File: config.mk
export PLATFORM = sky130hd
export DESIGN_NAME = fetch_stage_flat
export DESIGN_NICKNAME = d
export VERILOG_FILES = /design/src/rtl/cpu_types_pkg.sv /design/src/rtl/fetch_stage_if.sv /design/src/rtl/fetch_stage_ifid_reg.sv /design/src/rtl/fetch_stage.sv /design/src/flat_wrapper.sv
export SDC_FILE = /design/constraint.sdc
export NUM_CORES = 1
export LEC_CHECK = 0
export ABC_AREA = 1
export CORE_MARGIN = 2
export CORE_UTILIZATION = 47
export CTS_BUF_LIST = sky130_fd_sc_hd__clkbuf_8
export CTS_CLUSTER_DIAMETER = 80
export DETAILED_ROUTE_END_ITERATION = 7
export PLACE_DENSITY = 0.83
export SLEW_MARGIN = 25
export SYNTH_ARGS = -nofsm -noshare
export SYNTH_HDL_FRONTEND = slang
export SYNTH_HIERARCHICAL = 1
export SYNTH_SLANG_ARGS = --single-unit
export TNS_END_PERCENT = 100
File: constraint.sdc
create_clock -name CLK -period 3 [get_ports CLK]
set_input_delay 0.6 -clock CLK [delete_from_list [all_inputs] [get_ports CLK]]
set_output_delay 0.6 -clock CLK [all_outputs]
set_load 0.02 [all_outputs]
File: src/rtl/cpu_types_pkg.sv
// Shared CPU types: machine word, fetch FSM encoding, NOP encoding and
// the sequential-PC helper used by the fetch stage.
package cpu_types_pkg;

    typedef logic [31:0] word_t;

    typedef enum logic [1:0] {
        FETCH_RUN    = 2'b00,
        FETCH_DRAIN  = 2'b01,
        FETCH_HALTED = 2'b10
    } fetch_state_t;

    // All-zero word is SLL $0,$0,0: the canonical bubble instruction.
    localparam word_t NOP_INSTR = 32'h0000_0000;

    localparam word_t PC_STEP = 32'h0000_0004;

    // Sequential successor of a PC; wraps modulo 2^32 with no flag.
    function automatic word_t pc_next(input word_t pc);
        return pc + PC_STEP;
    endfunction

endpackage

File: src/rtl/fetch_stage_if.sv
// Instruction-memory request/response bundle between fetch and the icache.
interface fetch_stage_if
    import cpu_types_pkg::*;
();

    logic  ihit;
    word_t imemload;
    logic  imemREN;
    word_t imemaddr;

    // Fetch side: issues the read, consumes the returned word.
    modport master (
        input  ihit,
        input  imemload,
        output imemREN,
        output imemaddr
    );

    // Cache side: serves the read.
    modport slave (
        output ihit,
        output imemload,
        input  imemREN,
        input  imemaddr
    );

endinterface

File: src/rtl/fetch_stage_ifid_reg.sv
// IF/ID pipeline latch: load captures a fetched instruction, bubble
// writes a NOP with valid cleared, neither holds. Bubble wins over load.
module ifid_reg
    import cpu_types_pkg::*;
(
    input  logic  CLK,
    input  logic  nRST,
    input  logic  load_i,
    input  logic  bubble_i,
    input  word_t instr_i,
    input  word_t pc_i,
    input  word_t npc_i,
    output word_t instr_o,
    output word_t pc_o,
    output word_t npc_o,
    output logic  valid_o
);

    word_t instr_q, instr_d;
    word_t pc_q,    pc_d;
    word_t npc_q,   npc_d;
    logic  valid_q, valid_d;

    // Select next latch contents: bubble, new instruction, or hold.
    always_comb begin
        instr_d = instr_q;
        pc_d    = pc_q;
        npc_d   = npc_q;
        valid_d = valid_q;
        if (bubble_i) begin
            instr_d = NOP_INSTR;
            pc_d    = 32'h0000_0000;
            npc_d   = 32'h0000_0000;
            valid_d = 1'b0;
        end else if (load_i) begin
            instr_d = instr_i;
            pc_d    = pc_i;
            npc_d   = npc_i;
            valid_d = 1'b1;
        end else begin
            instr_d = instr_q;
            pc_d    = pc_q;
            npc_d   = npc_q;
            valid_d = valid_q;
        end
    end

    // Latch register with synchronous active-low reset to an empty slot.
    always_ff @(posedge CLK) begin
        if (!nRST) begin
            instr_q <= NOP_INSTR;
            pc_q    <= 32'h0000_0000;
            npc_q   <= 32'h0000_0000;
            valid_q <= 1'b0;
        end else begin
            instr_q <= instr_d;
            pc_q    <= pc_d;
            npc_q   <= npc_d;
            valid_q <= valid_d;
        end
    end

    assign instr_o = instr_q;
    assign pc_o    = pc_q;
    assign npc_o   = npc_q;
    assign valid_o = valid_q;

endmodule

File: src/rtl/fetch_stage.sv
// Instruction-fetch stage: owns the PC, drives icache reads, and fills the
// IF/ID latch. Handles stalls, redirects (including redirects that land
// while a miss is outstanding) and a sticky halt that only reset clears.
module fetch_stage
    import cpu_types_pkg::*;
#(
    parameter word_t PC_INIT = 32'h0000_0000
)(
    input  logic          CLK,
    input  logic          nRST,
    fetch_stage_if.master imem,
    input  logic          stall,
    input  logic          redirect,
    input  word_t         redirect_pc,
    input  logic          halt,
    output word_t         ifid_instr,
    output word_t         ifid_pc,
    output word_t         ifid_npc,
    output logic          ifid_valid
);

    fetch_state_t state_q, state_d;
    word_t        pc_q,    pc_d;
    word_t        pend_q,  pend_d;
    logic         load_s;
    logic         bubble_s;

    // Address and request come straight from registers so the cache sees
    // a stable address for the whole miss, including during DRAIN.
    assign imem.imemaddr = pc_q;
    assign imem.imemREN  = (state_q != FETCH_HALTED) ? 1'b1 : 1'b0;

    // Next-state, next-PC and IF/ID control decode.
    always_comb begin
        state_d  = state_q;
        pc_d     = pc_q;
        pend_d   = pend_q;
        load_s   = 1'b0;
        bubble_s = 1'b0;
        case (state_q)
            FETCH_RUN: begin
                if (redirect) begin
                    bubble_s = 1'b1;
                    if (imem.ihit) begin
                        pc_d = redirect_pc;
                    end else begin
                        // Miss in flight: park the target, keep the address.
                        pend_d  = redirect_pc;
                        state_d = FETCH_DRAIN;
                    end
                end else if (halt) begin
                    bubble_s = 1'b1;
                    state_d  = FETCH_HALTED;
                end else if (stall) begin
                    // Hold PC and IF/ID; a hit this cycle is refetched later.
                    load_s = 1'b0;
                end else if (imem.ihit) begin
                    load_s = 1'b1;
                    pc_d   = pc_next(pc_q);
                end else begin
                    bubble_s = 1'b1;
                end
            end
            FETCH_DRAIN: begin
                // Waiting out the stale miss; its data is thrown away.
                bubble_s = 1'b1;
                if (redirect) begin
                    pend_d = redirect_pc;
                end else begin
                    pend_d = pend_q;
                end
                if (imem.ihit) begin
                    pc_d    = redirect ? redirect_pc : pend_q;
                    state_d = FETCH_RUN;
                end else begin
                    pc_d = pc_q;
                end
            end
            FETCH_HALTED: begin
                bubble_s = 1'b1;
            end
            default: begin
                bubble_s = 1'b1;
                state_d  = FETCH_RUN;
            end
        endcase
    end

    // PC, pending-target and FSM state registers.
    always_ff @(posedge CLK) begin
        if (!nRST) begin
            state_q <= FETCH_RUN;
            pc_q    <= PC_INIT;
            pend_q  <= 32'h0000_0000;
        end else begin
            state_q <= state_d;
            pc_q    <= pc_d;
            pend_q  <= pend_d;
        end
    end

    ifid_reg u_ifid_reg (
        .CLK      (CLK),
        .nRST     (nRST),
        .load_i   (load_s),
        .bubble_i (bubble_s),
        .instr_i  (imem.imemload),
        .pc_i     (pc_q),
        .npc_i    (pc_next(pc_q)),
        .instr_o  (ifid_instr),
        .pc_o     (ifid_pc),
        .npc_o    (ifid_npc),
        .valid_o  (ifid_valid)
    );

endmodule

File: src/flat_wrapper.sv
// flat-port wrapper written by rule: the top's interface ports become plain ports
module fetch_stage_flat import cpu_types_pkg::*;
#(
    parameter word_t PC_INIT = 32'h0000_0000
)
  (CLK, nRST, stall, redirect, redirect_pc, halt, ifid_instr, ifid_pc, ifid_npc, ifid_valid, imem_ihit, imem_imemload, imem_imemREN, imem_imemaddr);
  fetch_stage_if imem_i ();
  input  logic CLK;
  input  logic nRST;
  input  logic stall;
  input  logic redirect;
  input  word_t redirect_pc;
  input  logic halt;
  output word_t ifid_instr;
  output word_t ifid_pc;
  output word_t ifid_npc;
  output logic ifid_valid;
  input wire logic [$bits(imem_i.ihit)-1:0] imem_ihit;
  input wire logic [$bits(imem_i.imemload)-1:0] imem_imemload;
  output wire logic [$bits(imem_i.imemREN)-1:0] imem_imemREN;
  output wire logic [$bits(imem_i.imemaddr)-1:0] imem_imemaddr;
  assign imem_i.ihit = imem_ihit;
  assign imem_i.imemload = imem_imemload;
  assign imem_imemREN = imem_i.imemREN;
  assign imem_imemaddr = imem_i.imemaddr;
  fetch_stage #(.PC_INIT(PC_INIT)) u_core (.CLK(CLK), .nRST(nRST), .imem(imem_i), .stall(stall), .redirect(redirect), .redirect_pc(redirect_pc), .halt(halt), .ifid_instr(ifid_instr), .ifid_pc(ifid_pc), .ifid_npc(ifid_npc), .ifid_valid(ifid_valid));
endmodule
==> impl_metrics.ini, run 1 <==
[layout]
final_core_util_pct = 63.9
layout.nets = 1255
antenna_cells = 0
postLayoutCellArea_sq_um = 9690
area.growth.synth_to_final_pct = 33.4
drive_above_1_share_pct = 6.60

[timing]
finalHoldViolations = 0
worst_slack_ns = 0.693
tightest_slew_ns = 0.844
finalSetupViolations = 0
finalSetupTns_ns = 0
grt_setup_unrepaired = false
finalClockSkew_ns = 0.0125
post-route-period-util_pct = 76.9
min_period_ns = 2.31
finalMaxSlewViolations = 0
maxSlewHeadroom_pct = 43.7
fmax_ghz = 0.433

[global_routing]
grt-ovfl-total = 0
grt_pass1_vias = 6302
grt_first_pass_wirelength_mm = 31.5
grt_max_degree = 97
global_route.usage.total_pct = 24.1
grt_antenna_before_repair = 0

[placed_design]
dp_worst_setup_slack_ns = 0.369
gp_congestion = 0.902
dp_hpwl_mm = 14.4
numPortBuffers = 199
placedInstanceArea_sq_um = 9270

[worst_setup_path]
worst_path_dominant_cell_family = buffers and inverters
cell_with_the_biggest_individual_delay_on_the_critical_path = sky130_fd_sc_hd__clkdlybuf4s50_1
cp_data_arrival_time_ns = 1.71
worstPathRequired_ns = 2.40
cp_max_fo = 7
timing.critical_path.slowest_cell_delay_ns = 0.72
timing.critical_path.from_type = flop
crit_type = flop to primary output
crit_chain = clkdlybuf4s50_1
cp_num_buf_inv = 1
cp-end-kind = primary output

[run_status]
run_status = finished, final reports clean

[clock_network]
sinks_on_clock_net = 163
cts.htree.levels = 4
ctsRootBufferMaster = sky130_fd_sc_hd__clkbuf_8
cts_repair_resized_insts = 0
clk_pin_slew_ns = 0.08
worst_skew_pair.late_latency_ns = 0.46
postCtsSetupBuffers = 0
post_cts_hold_fix_bufs = 0
cts_buffer_depth = 2
tritoncts.num_buffers = 17
cts_tree = yes

[synth]
yosys_warnings = 6
syn_nets = 1084
syn_area_per_cell_sq_um = 7.17
post-synth-top-area-cell = sky130_fd_sc_hd__dfxtp_1
yosys.area.top_type_share_pct = 45.0
synthesis.area_sq_um = 7260
synth.area.top_cells = sky130_fd_sc_hd__dfxtp_1, sky130_fd_sc_hd__nand2_1, sky130_fd_sc_hd__a21oi_1
postSynthRegisterBits = 163
syn_inst = 1013
synthDistinctLibCells = 35
seq_area_frac_synth_pct = 45.0

[pwr]
max-vdd-ir-drop_v = 0.000289
power.leakage_uw = 0.00340
cell_area_power_density_nw_per_um2 = 475
fin_total_pwr_uw = 4600

[detailed_routing]
drtIter0Drc = 493
vias = 7136
detail_route.vias_per_cell = 5.15
postRouteAntennaNets = 0
detail_route.wirelength_mm = 20.4
detailedRoute.firstPassIterationCount = 5
post_drt_wl_per_cell_microns = 14.7
detailed_route_drc_error_count = 0

[die]
pin_count = 200
core-area_sq_um = 15100
floorplan.die.width_microns = 128
initial_core_utilization_pct = 47.9
rows = 45
die_h_microns = 128
die_area_sq_um = 16500

[min_path]
worst_hold_path_type = flop to flop

[run]
drv_cap = 0
## worst paths after layout
| check | slack, ns | cells after the start | from | end |
|---|---|---|---|---|
| setup / recovery | 0.69 | 1 | u_core/imem.imemaddr[11] | imem_imemaddr[11] |
| hold / removal | 0.46 | 2 | u_core/u_ifid_reg/instr_o[19] | u_core/u_ifid_reg/instr_o[19] |
| setup reg to reg | 0.94 | 10 | u_core/state_q[1] | u_core/u_ifid_reg/pc_o[28] |
| hold reg to reg | 0.46 | 2 | u_core/u_ifid_reg/instr_o[19] | u_core/u_ifid_reg/instr_o[19] |
## cells by family (layout without fill, tap and decap cells)
logic type | count (synthesis) | after routing | synth area share, %
AO/OA/AOI/OAI | 222 | 222 | 16.4
flip-flops | 163 | 163 | 45.0
adder cells (fa/ha/maj) | 1 | 1 | 0.172
AND/OR/NAND/NOR | 495 | 495 | 28.2
buffers and inverters | 118 | 302 | 8.00
XOR/XNOR | 14 | 14 | 2.21
## metal layers
layer / vias to the layer above / part of all wire, % / GRT usage (%)
li1: 3585 / - / -
met1: 3261 / 45 / 31.9
met2: 268 / 46 / 38.8
met3: 22 / 7.8 / 6.14
met4: 0 / 1.5 / 7.63
met5: - / 0 / 0
## sequential cells by signal, summed over array words and instances (netlist names)
register / cells
u_core/u_ifid_reg/pc_o: 32
u_core/u_ifid_reg/npc_o: 32
u_core/pend_q: 32
u_core/state_q: 2
u_core/imem.imemaddr: 32
u_core/u_ifid_reg/valid_o: 1
u_core/u_ifid_reg/instr_o: 32
## report_power, final
group	total, uW	internal [uW]	switching (uW)	leakage (uW)
Sequential	2340	2240	103	0.00133
Combinational	611	261	349	0.00186
Clock	1650	875	770	0.000214
Total	4600	3380	1220	0.00340
## per-stage QoR
stage | hold slack [ns] | cells
after floorplan | 0.434 | 1013
after global placement | 0.445 | 1353
after detailed placement | 0.446 | 1353
after CTS | 0.463 | 1385
after global routing | 0.481 | 1385
final | 0.461 | 1385
## synth_stat cells (all sizes together)
cell type,n
nand2,343
dfxtp,163
a21oi,130
nor2,117
o21ai,64
inv,60
buf,42
a211oi,24
nand3,19
clkbuf,15
xor2,11
and2,6
nand4,4
nand3b,3
xnor2,3
a22o,2
o211ai,2
clkinv,1
ha,1
nor3,1
nor4,1
or2,1
## placed cells by master (no fill, tap or decap), drive strengths merged
master | synthesis | final
nand2 | 343 | 343
clkdlybuf4s50 | 0 | 199
dfxtp | 163 | 163
a21oi | 130 | 130
nor2 | 117 | 117
o21ai | 64 | 64
inv | 60 | 63
a211oi | 24 | 24
clkbuf | 15 | 20
nand3 | 19 | 19
xor2 | 11 | 11
buf | 42 | 10
and2 | 6 | 6
clkinv | 1 | 4
nand4 | 4 | 4
bufinv | 0 | 3
clkinvlp | 0 | 3
nand3b | 3 | 3
xnor2 | 3 | 3
a22o | 2 | 2
o211ai | 2 | 2
or2 | 1 | 1
nor4 | 1 | 1
nor3 | 1 | 1
ha | 1 | 1
## area by class of cell
| cell class | instances | area [sq um] |
|---|---|---|
| clock inverters | 12 | 139 |
| fillers | 1343 | 5460 |
| repair buffers | 209 | 2120 |
| inverters | 61 | 230 |
| clock buffers | 20 | 275 |
| multi-input cells | 732 | 3430 |
| flip-flops and latches | 163 | 3260 |
| well taps | 188 | 235 |
No activity file was read; power rests on OpenSTA's default activity.
==> run 2, diff against run 1 <==
Settings changed: CORE_UTILIZATION 47 to 45, PLACE_DENSITY 0.83 to 0.84.
Clock period 3 ns to 1.9 ns, I/O delays scaled along.
==> run 2 against run 1 <==
Register-to-register slack worse by 0.79 ns. Sequential share of layout area is 1.4 points lower. Design area increased by 4.4%. Combinational power increased by 75%. Worst hold slack hardly changed. Sequential power increased by 57%. Via count up 2.6%. Worst setup slack worse by 0.64 ns.
==> impl_metrics.ini, run 2 (same netlist as run 1, synthesis figures left out) <==
[die]
die_area_sq_um = 17200
rows = 46
initial_core_utilization_pct = 45.9
pin_count = 200
floorplan.die.width_microns = 131
die_h_microns = 131
core-area_sq_um = 15800

[worst_setup_path]
cp_num_buf_inv = 1
worst_path_dominant_cell_family = buffers and inverters
timing.critical_path.slowest_cell_delay_ns = 0.66
cp_data_arrival_time_ns = 1.47
crit_type = flop to primary output
cp_max_fo = 2
worstPathRequired_ns = 1.52
timing.critical_path.from_type = flop
crit_chain = clkdlybuf4s50_1
cell_with_the_biggest_individual_delay_on_the_critical_path = sky130_fd_sc_hd__clkdlybuf4s50_1
cp-end-kind = primary output

[clock_network]
cts_buffer_depth = 2
cts.htree.levels = 4
cts_tree = yes
tritoncts.num_buffers = 17
clk_pin_slew_ns = 0.08
ctsRootBufferMaster = sky130_fd_sc_hd__clkbuf_8
sinks_on_clock_net = 163
worst_skew_pair.late_latency_ns = 0.45

[placed_design]
dp_hpwl_mm = 15.7
dp_worst_setup_slack_ns = -0.168
gp_congestion = 0.890
numPortBuffers = 199

[timing]
finalHoldViolations = 0
finalClockSkew_ns = 0.0103
tightest_slew_ns = 0.369
post-route-period-util_pct = 97.3
fmax_ghz = 0.541
grt_setup_unrepaired = false
worst_slack_ns = 0.0513
min_period_ns = 1.85
finalSetupViolations = 0
finalMaxSlewViolations = 0
maxSlewHeadroom_pct = 75.4

[pwr]
internal_power_uw = 5460
power.sequential.fraction_pct = 49.4
swShare_pct = 26.6
comb_power_share_pct = 14.3
fin_total_pwr_uw = 7440
max-vdd-ir-drop_v = 0.000501
cell_area_power_density_nw_per_um2 = 736
power.leakage_uw = 0.00377
clock_power_share_pct = 36.3
netSwitchingPower_uw = 1980

[global_routing]
grt_first_pass_wirelength_mm = 32.8
grt_max_degree = 64
grt-ovfl-total = 0
grt_antenna_before_repair = 0
grt_pass1_vias = 6456
global_route.usage.total_pct = 24.4

[layout]
drive_above_1_share_pct = 10.1
antenna_cells = 0
area.growth.synth_to_final_pct = 39.3
final_core_util_pct = 63.9
layout.nets = 1297
mostFrequentLayoutCells = sky130_fd_sc_hd__nand2_1, sky130_fd_sc_hd__clkdlybuf4s50_1, sky130_fd_sc_hd__dfxtp_1
mostFrequentLayoutCell = sky130_fd_sc_hd__nand2_1

[min_path]
worst_hold_path_type = flop to flop

[detailed_routing]
postRouteAntennaNets = 0
detail_route.wirelength_mm = 21.7
detail_route.vias_per_cell = 5.03
post_drt_wl_per_cell_microns = 14.9
vias = 7322
drtIter0Drc = 509
detailed_route_drc_error_count = 0
detailedRoute.firstPassIterationCount = 7

[run_status]
run_status = finished, final reports clean

[run]
drv_cap = 0
==> run 2: repair_timing <==
| item | 4_1_cts | 5_1_grt |
|---|---|---|
| hold buffers | 0 | 0 |
| resized for setup | 33 | 1 |
| setup buffers | 0 | 2 |
| endpoints found under the setup margin | 30 | 38 |
==> run 2: layer usage <==
metal	vias up	track usage, %	share of wire [%]	routed length (microns)
met4	0	8.07	1.7	359
met2	270	38.4	46	9950
met1	3358	33.1	44	9580
met5	-	0	0	0
li1	3663	-	-	-
met3	31	5.54	8.2	1780
==> run 2: worst paths after layout <==
path	startpoint	endpoint	slack, ns	depth (start not counted)
setup / recovery	u_core/imem.imemaddr[29]	imem_imemaddr[29]	0.05	1
hold / removal	u_core/pend_q[15]	u_core/pend_q[15]	0.46	2
setup reg to reg	u_core/imem.imemaddr[2]	u_core/u_ifid_reg/npc_o[16]	0.15	9
hold reg to reg	u_core/pend_q[15]	u_core/pend_q[15]	0.46	2
==> run 2: power by group through the flow <==
stage	sequential [uW]	combinational (uW)	clock, uW
after floorplan	3800	471	0
after global placement	3750	1070	0
after detailed placement	3750	1090	0
after CTS	3670	1060	2750
after global routing	3690	1160	2910
final	3680	1070	2700
==> run 2: final cells by class <==
| class | count | area, sq um |
|---|---|---|
| clock buffers | 22 | 303 |
| clock inverters | 10 | 130 |
| fillers | 1378 | 5720 |
| inverters | 61 | 230 |
| multi-input cells | 732 | 3430 |
| flip-flops and latches | 163 | 3270 |
| well taps | 216 | 270 |
| repair buffers | 251 | 2480 |
==> run 2: stage by stage <==
stage | TNS (ns) | std cells | hold WS, ns | area, sq um
finish | 0 | 1455 | 0.462 | 10100
global route | 0 | 1455 | 0.476 | 10100
CTS | 0 | 1453 | 0.456 | 10100
detailed placement | -12.33 | 1421 | 0.445 | 9690
global placement | -6.21 | 1421 | 0.445 | 9690
floorplan | 0 | 1013 | 0.434 | 7260
